--- src/rtl/mem_access.sv ---
// mem_access: MEM-stage load/store controller.
// Turns the MEM-stage load/store controls into one req/ack transaction on the
// data-memory port, stalls the pipeline while it is in flight and returns the
// aligned, sign/zero-extended load result on MEM_Data_in.
// Optional feature: define MISALIGN_TRAP_EN to trap misaligned half/word
// accesses (no request, one-cycle mem_exc pulse, MEM_Data_in cleared).
//
// state | meaning
// IDLE  | evaluate the MEM instruction; stall if it accesses memory
// REQ   | request on the bus, held stable until dmem_ack
// DONE  | pipeline released; MEM/WB captures MEM_Data_in
module mem_access #(
  parameter int ADDR_W = 32
) (
  input  logic              clk,
  input  logic              rst_n,
  input  logic              MEM_MemRead,
  input  logic              MEM_MemWrite,
  input  logic [1:0]        MEM_Size,
  input  logic              MEM_Unsigned,
  input  logic [ADDR_W-1:0] MEM_ALU,
  input  logic [31:0]       MEM_Store_Data,
  output logic              dmem_req,
  output logic              dmem_we,
  output logic [ADDR_W-1:0] dmem_addr,
  output logic [3:0]        dmem_be,
  output logic [31:0]       dmem_wdata,
  input  logic [31:0]       dmem_rdata,
  input  logic              dmem_ack,
  output logic              mem_stall,
  output logic [31:0]       MEM_Data_in,
  output logic              mem_exc
);

  localparam logic [1:0] S_IDLE = 2'd0;
  localparam logic [1:0] S_REQ  = 2'd1;
  localparam logic [1:0] S_DONE = 2'd2;

  logic [1:0]        r_state;
  logic [1:0]        w_next;
  logic              r_req;
  logic              r_we;
  logic [ADDR_W-1:0] r_addr;
  logic [3:0]        r_be;
  logic [31:0]       r_wdata;
  logic [1:0]        r_size;
  logic              r_unsigned;
  logic [1:0]        r_off;
  logic [31:0]       r_data_in;

  logic              w_access;
  logic [1:0]        w_off;
  logic              w_misalign;
  logic [3:0]        w_be;
  logic [31:0]       w_wdata;
  logic [7:0]        w_byte;
  logic [15:0]       w_half;
  logic [31:0]       w_load;

  assign w_access = MEM_MemRead | MEM_MemWrite;
  assign w_off    = MEM_ALU[1:0];

`ifdef MISALIGN_TRAP_EN
  logic r_exc;

  assign w_misalign = ((MEM_Size == 2'b01) && w_off[0]) ||
                      (MEM_Size[1] && (w_off != 2'b00));
  assign mem_exc    = r_exc;

  // Trap pulse: raised for the DONE cycle that follows a trapped IDLE cycle.
  always_ff @(posedge clk or negedge rst_n) begin
    if (!rst_n) begin
      r_exc <= 1'b0;
    end else begin
      r_exc <= (r_state == S_IDLE) && w_access && w_misalign;
    end
  end
`else
  // Low address bits are ignored for alignment; accesses always proceed.
  assign w_misalign = 1'b0;
  assign mem_exc    = 1'b0;
`endif

  // Byte enables and lane-replicated store data for the incoming access.
  always_comb begin
    w_be    = 4'b1111;
    w_wdata = MEM_Store_Data;
    case (MEM_Size)
      2'b00: begin
        w_be    = 4'b0001 << w_off;
        w_wdata = {4{MEM_Store_Data[7:0]}};
      end
      2'b01: begin
        w_be    = w_off[1] ? 4'b1100 : 4'b0011;
        w_wdata = {2{MEM_Store_Data[15:0]}};
      end
      default: begin
        w_be    = 4'b1111;
        w_wdata = MEM_Store_Data;
      end
    endcase
  end

  // Load lane extraction and extension from the latched size/offset.
  always_comb begin
    w_byte = dmem_rdata[7:0];
    case (r_off)
      2'b00:   w_byte = dmem_rdata[7:0];
      2'b01:   w_byte = dmem_rdata[15:8];
      2'b10:   w_byte = dmem_rdata[23:16];
      default: w_byte = dmem_rdata[31:24];
    endcase
    w_half = r_off[1] ? dmem_rdata[31:16] : dmem_rdata[15:0];
    case (r_size)
      2'b00:   w_load = r_unsigned ? {24'd0, w_byte} : {{24{w_byte[7]}}, w_byte};
      2'b01:   w_load = r_unsigned ? {16'd0, w_half} : {{16{w_half[15]}}, w_half};
      default: w_load = dmem_rdata;
    endcase
  end

  // State register; the request is registered so it follows entry into REQ.
  always_ff @(posedge clk or negedge rst_n) begin
    if (!rst_n) begin
      r_state <= S_IDLE;
      r_req   <= 1'b0;
    end else begin
      r_state <= w_next;
      r_req   <= (w_next == S_REQ);
    end
  end

  // Next-state logic.
  always_comb begin
    w_next = S_IDLE;
    case (r_state)
      S_IDLE: begin
        if (w_access) begin
          w_next = w_misalign ? S_DONE : S_REQ;
        end else begin
          w_next = S_IDLE;
        end
      end
      S_REQ:   w_next = dmem_ack ? S_DONE : S_REQ;
      S_DONE:  w_next = S_IDLE;
      default: w_next = S_IDLE;
    endcase
  end

  // Stall while an access is being accepted or is in flight.
  always_comb begin
    mem_stall = 1'b0;
    case (r_state)
      S_IDLE:  mem_stall = w_access;
      S_REQ:   mem_stall = 1'b1;
      default: mem_stall = 1'b0;
    endcase
  end

  // Capture the access in IDLE and the load result on ack; a write wins over a read.
  always_ff @(posedge clk or negedge rst_n) begin
    if (!rst_n) begin
      r_we       <= 1'b0;
      r_addr     <= '0;
      r_be       <= 4'd0;
      r_wdata    <= 32'd0;
      r_size     <= 2'd0;
      r_unsigned <= 1'b0;
      r_off      <= 2'd0;
      r_data_in  <= 32'd0;
    end else begin
      if ((r_state == S_IDLE) && w_access) begin
        if (w_misalign) begin
          r_data_in <= 32'd0;
        end else begin
          r_we       <= MEM_MemWrite;
          r_addr     <= {MEM_ALU[ADDR_W-1:2], 2'b00};
          r_be       <= w_be;
          r_wdata    <= w_wdata;
          r_size     <= MEM_Size;
          r_unsigned <= MEM_Unsigned;
          r_off      <= w_off;
        end
      end
      if ((r_state == S_REQ) && dmem_ack && !r_we) begin
        r_data_in <= w_load;
      end
    end
  end

  assign dmem_req    = r_req;
  assign dmem_we     = r_we;
  assign dmem_addr   = r_addr;
  assign dmem_be     = r_be;
  assign dmem_wdata  = r_wdata;
  assign MEM_Data_in = r_data_in;

endmodule
--- config.mk ---
export PLATFORM = sky130hd
export DESIGN_NAME = mem_access
export DESIGN_NICKNAME = d
export VERILOG_FILES = /design/src/rtl/mem_access.sv
export SDC_FILE = /design/constraint.sdc
export NUM_CORES = 1
export LEC_CHECK = 0
export ABC_AREA = 1
export CELL_PAD_IN_SITES_DETAIL_PLACEMENT = 0
export CELL_PAD_IN_SITES_GLOBAL_PLACEMENT = 2
export CORE_MARGIN = 4
export CORE_UTILIZATION = 23
export CTS_BUF_LIST = sky130_fd_sc_hd__clkbuf_8 sky130_fd_sc_hd__clkbuf_16
export CTS_CLUSTER_SIZE = 40
export DETAILED_ROUTE_END_ITERATION = 8
export PLACE_DENSITY_LB_ADDON = 0.1
export SYNTH_ARGS = -nofsm -noshare
export SYNTH_HDL_FRONTEND = slang
export SYNTH_SLANG_ARGS = --single-unit
--- constraint.sdc ---
create_clock -name clk -period 1.7 [get_ports clk]
set_clock_uncertainty 0.1 [all_clocks]
set_input_delay 0.17 -clock clk [delete_from_list [all_inputs] [get_ports clk]]
set_output_delay 0.17 -clock clk [all_outputs]
set_load 0.05 [all_outputs]
# After elaboration in Yosys (flattened, before gate mapping)
# Cells that the tools add are included.
dict set report word_totals {
  register_bits 107
  input_bits 104
  out_inout_bits 104
  elab_cells 38
}
dict set report op_classes {
  eq_ne 6
  n_shift 1
  muxes 12
  bitwise 1
  reduce_logical 8
}
# cell count
set ops {}
lappend ops {{one-hot mux 32 bit (2 select lines)} 2}
lappend ops {{two-way mux 32 bit} 2}
lappend ops {{one-hot mux 8 bit (3 select lines)} 1}
lappend ops {{two-way mux 16 bit} 1}
lappend ops {{equality test 2 x 1 -> 1 bit, second input constant} 5}
lappend ops {{logical NOT 2 bit} 4}
lappend ops {{one-hot mux 4 bit (2 select lines)} 1}
lappend ops {{two-way mux 4 bit} 1}
lappend ops {{one-hot mux 2 bit (2 select lines)} 1}
lappend ops {{<< shifter 1 x 2 -> 4 bit, first input constant} 1}
lappend ops {{logical AND 1 bit} 3}
lappend ops {{equality test 2 bit, second input constant} 1}
lappend ops {{two-way mux 2 bit} 1}
lappend ops {{one-hot mux 1 bit (2 select lines)} 1}
lappend ops {{logical NOT 1 bit} 1}
lappend ops {{two-way mux 1 bit} 1}
lappend ops {{bitwise OR 1 bit} 1}

# Logic depth before layout (Yosys ltp)
dict set report logic_depth {
  word_depth 4
  mapped_depth 9
  ltp_nobuf 8
}

# Least setup slack after synthesis
# Ideal clock, no wire load.
dict set report synth_timing {
  path_type {register to register}
  start {register r_we (netlist: dmem_we)}
  end {register r_data_in[10] (netlist: MEM_Data_in[10])}
  setup_ns 0.122
  arrival_ns 1.236
  required_time_ns 1.478
  setup_slack_ns 0.242
  stages_incl_launch_ff 6
  period_less_slack_ns 1.458
  path_cell_list {dfrtp_1 -> nor3_4 -> buf_4 -> nand2_1 -> nor2_1 -> a21oi_1}
}
dict set report synth_between {
  elab_chain_len 2
}
# element line_no
set synth_rtl {}
lappend synth_rtl {{start: declaration} 42} ;# logic r_we;
lappend synth_rtl {{start signal: assignment} 175} ;# r_we <= MEM_MemWrite;
lappend synth_rtl {{logical NOT 1 bit} 184} ;# if ((r_state == S_REQ) && dmem_ack && !r_we) begin
lappend synth_rtl {{logical AND 1 bit} 184}
lappend synth_rtl {{end signal: assignment} 185} ;# r_data_in <= w_load;
lappend synth_rtl {{end: declaration} 49} ;# logic [31:0] r_data_in;
# Every way passes these cells.
# A chain may end at the register's enable or synchronous reset.

# Worst setup path after layout
dict set report layout_timing {
  start {register r_off[1]}
  end {register r_data_in[12] (netlist: MEM_Data_in[12])}
}
dict set report layout_between {
  elab_chain_len 4
  word_cells_on_any_way 8
}
# element line_no
set layout_rtl {}
lappend layout_rtl {{start: declaration} 48} ;# logic [1:0] r_off;
lappend layout_rtl {{start signal: assignment} 181} ;# r_off <= w_off;
lappend layout_rtl {{equality test 2 bit (tied with other cells)} 107} ;# case (r_off)
lappend layout_rtl {{one-hot mux 8 bit (3 select lines)} 107}
lappend layout_rtl {{two-way mux 32 bit} 115} ;# 2'b00: w_load = r_unsigned ? {24'd0, w_byte} : {{24{w_byte[7]}}, w_byte};
lappend layout_rtl {{one-hot mux 32 bit (2 select lines) *} 114} ;# case (r_size)
# Every way passes the cells marked *; elsewhere a longest branch is shown, timed or not.

==> summary.md <==
| Metric | Value |
|---|---|
| Row Count | `54` |
| Pre-Repair DR Iteration Count | `4` |
| Initial Utilization | `0.237` |
| Setup slack, reg-to-reg | `0.16 ns` |
| Via Count | `5087` |
| Synth top area share | `0.510` |
| Prevailing post-synth register cell | `dfrtp_1` |
| Post-layout instance area | `7850 µm²` |
| Area grow syn2layout | `49.6%` |
| Num CTS Buffers | `9` |
| Mean area per synthesized cell | `7.58 µm²` |
| EDFF count, synth | `0` |
| Max-cap violations | `0` |
| Core box area | `22100 µm²` |
| Synth area leaders | `dfrtp_1 51%, nand2_1 18%, inv_1 4.4%` |
| Final GP Congestion | `0.815` |
| Leakage | `0.00399 µW` |
| Yosys cell types | `28` |
| Critical path endpoint category | `flop` |
| Clock transition at path regs | `0.08 ns` |
| CTS Root Cell | `clkbuf_16` |
| Largest net degree at the start of global routing | `57` |
| Routed WL per cell | `15.9 µm` |
| Cell taking the most area after synthesis | `dfrtp_1` |
| Die W | `159 µm` |
| Final Max Slew Viols | `0` |
| Wire length of the first global-routing pass | `30300 µm` |
| Critical Path Most Common Cell | `nor2_1` |
| Initial antenna violation count | `1` |
| Max Freq | `649 MHz` |
| Crit-path cells | `buf_4, or2_2, o21ai_1, nor2_1, nor2_1, a21oi_1` |
| Final Hold Viols | `0` |
| Required @ worst endpoint | `1.85 ns` |
| Crit share post-route | `0.906` |
| Top cells by count, synth | `256 x nand2_1, 107 x dfrtp_1, 61 x inv_1` |
| Crit path arrival time | `1.69 ns` |
| CTS Sinks | `107` |
| I/O Buffers | `204` |
| Crit path max fanout | `10` |
| Startpoint Class | `flop` |
| Diodes inserted | `0` |
| H-tree levels | `3` |
| Run status | `completed` |
| Setup Buffers After CTS | `0` |
| Seq/Total Area, Yosys | `0.510` |
| Final net count | `1005` |
| Final setup fails | `0` |
| Critical Path Slowest Stage Cell | `dfrtp_2` |
| HPWL after DPL | `14400 µm` |
| Warnings, synthesis | `0` |
| DRC Markers | `0` |
| Vias in the first global route | `5615` |
| Largest stage delay on the critical path | `0.49 ns` |
| Post-DP Area | `7520 µm²` |
| Final hold slack | `0.129 ns` |
| Maximum VDD drop | `904 µV` |
| Die area | `25300 µm²` |
| Post-DRT Antenna Nets | `0` |
| Via density per instance | `4.29` |
| Worst Hold Class | `primary input to async pin` |
| Netlist Area Pre-Place | `5250 µm²` |
| All-Layer GR Usage | `0.149` |
| Ys async rst share | `1.00` |
| Pwr Density | `2230 nW/µm²` |
| RSZ-0062 raised after global routing | `false` |
| Clk_lat worst skew | `0.36 ns` |
| Synth Instances | `692` |
| 1st-iter DRT viols | `154` |
| Grt total ovfl | `0` |
| I/O Pins | `208` |
| Register bit count reported by yosys | `107` |
| Crit path time final | `1.54 ns` |
| DRT Wirelength | `18800 µm` |
| CTS tree | `done` |
| Final-layout fill cell count | `2370` |
| Top-count cell post-synth | `nand2_1` |
| Die height | `159 µm` |
| Layout cells sized above 1 | `0.185` |
| Clock Tree Buf Depth | `2` |
| Setup CP Type | `flop to flop` |
[layer usage]
| metal | routed length (µm) | global-route usage |
|---|---|---|
| met1 | 8170 | 0.184 |
| met2 | 9080 | 0.252 |
| met3 | 1360 | 0.0494 |
| met4 | 207 | 0.0367 |
| met5 | 8 | 0 |
[final timing paths]
path,startpoint,cells after the start,endpoint
max,r_off[1],6,MEM_Data_in[12]
min,rst_n,2,MEM_Data_in[12]
max reg2reg,r_off[1],6,MEM_Data_in[12]
min reg2reg,dmem_addr[23],2,dmem_addr[23]
max in group asynchronous,rst_n,3,r_off[1]
min in group clk,MEM_ALU[24],3,dmem_addr[24]
[flip-flops by register name, summed over array words and instances (netlist names), 2 cells and up]
signal / flops
r_size: 2
r_off: 2
dmem_be: 4
MEM_Data_in: 32
dmem_addr: 30
dmem_wdata: 32
r_state: 2
[power by group]
part	internal, µW	switching [µW]
registers	3810	806
logic	3290	7310
clock network	1180	1100
[worst max-delay path: cells and delay by family (launching register included)]
kind / cells / cell delay, ns
simple gates: 3 / 0.45
buf+inv: 1 / 0.18
compound gates: 2 / 0.22
flops: 1 / 0.49
[layout make-up]
type | instances | area, µm² | area share
Sequential cell | 107 | 2680 | 0.341
Timing Repair Buffer | 235 | 2130 | 0.272
Multi-Input combinational cell | 481 | 2120 | 0.270
Tap cell | 280 | 350 | 0.0446
Inverter | 67 | 251 | 0.0320
Clock buffer | 9 | 225 | 0.0287
Clock inverter | 7 | 91.3 | 0.0116
[per-stage QoR]
stage          setup slack [ns]   util  setup TNS (ns)  total power (µW)  std cells
2_1_floorplan             0.242      -               0             11600        694
3_3_place_gp            -0.0294  0.340          -0.192             15300       1169
3_5_place_dp            -0.0593  0.340          -0.878             15400       1169
4_1_cts                   0.109  0.355               0             17800       1186
5_1_grt                  0.0388  0.355               0             18700       1186
6_report                  0.159  0.355               0             17500       1186
[cell usage in the layout, fill, tap and decap left out, drive strengths merged]
cell and instances:
o22ai 1, o21a 1, nand3 43, or2 31, nand2 259, o21ai 56
o21bai 1, a21oi 18, clkbuf 9, nor2 58, bufinv 1, clkinvlp 1
clkdlybuf4s50 102, clkinv 2, buf 132, dlygate4sd3 1, nor3 1, dfrtp 107
o211ai 1, inv 70, conb 3, a31oi 8
[timing repair]
item                       CTS  global route
setup endpoints to repair    0             8
gates resized for setup      0             1
hold endpoints to repair   107             0
hold buffers                 1             0
[cell families after synthesis]
logic type / after synthesis / share of synthesized area
compound gates: 86 / 0.0856
buf+inv: 106 / 0.0875
flops: 107 / 0.510
other cells: 1 / 0.000715
simple gates: 392 / 0.316
(Power assumes the default switching activity.)
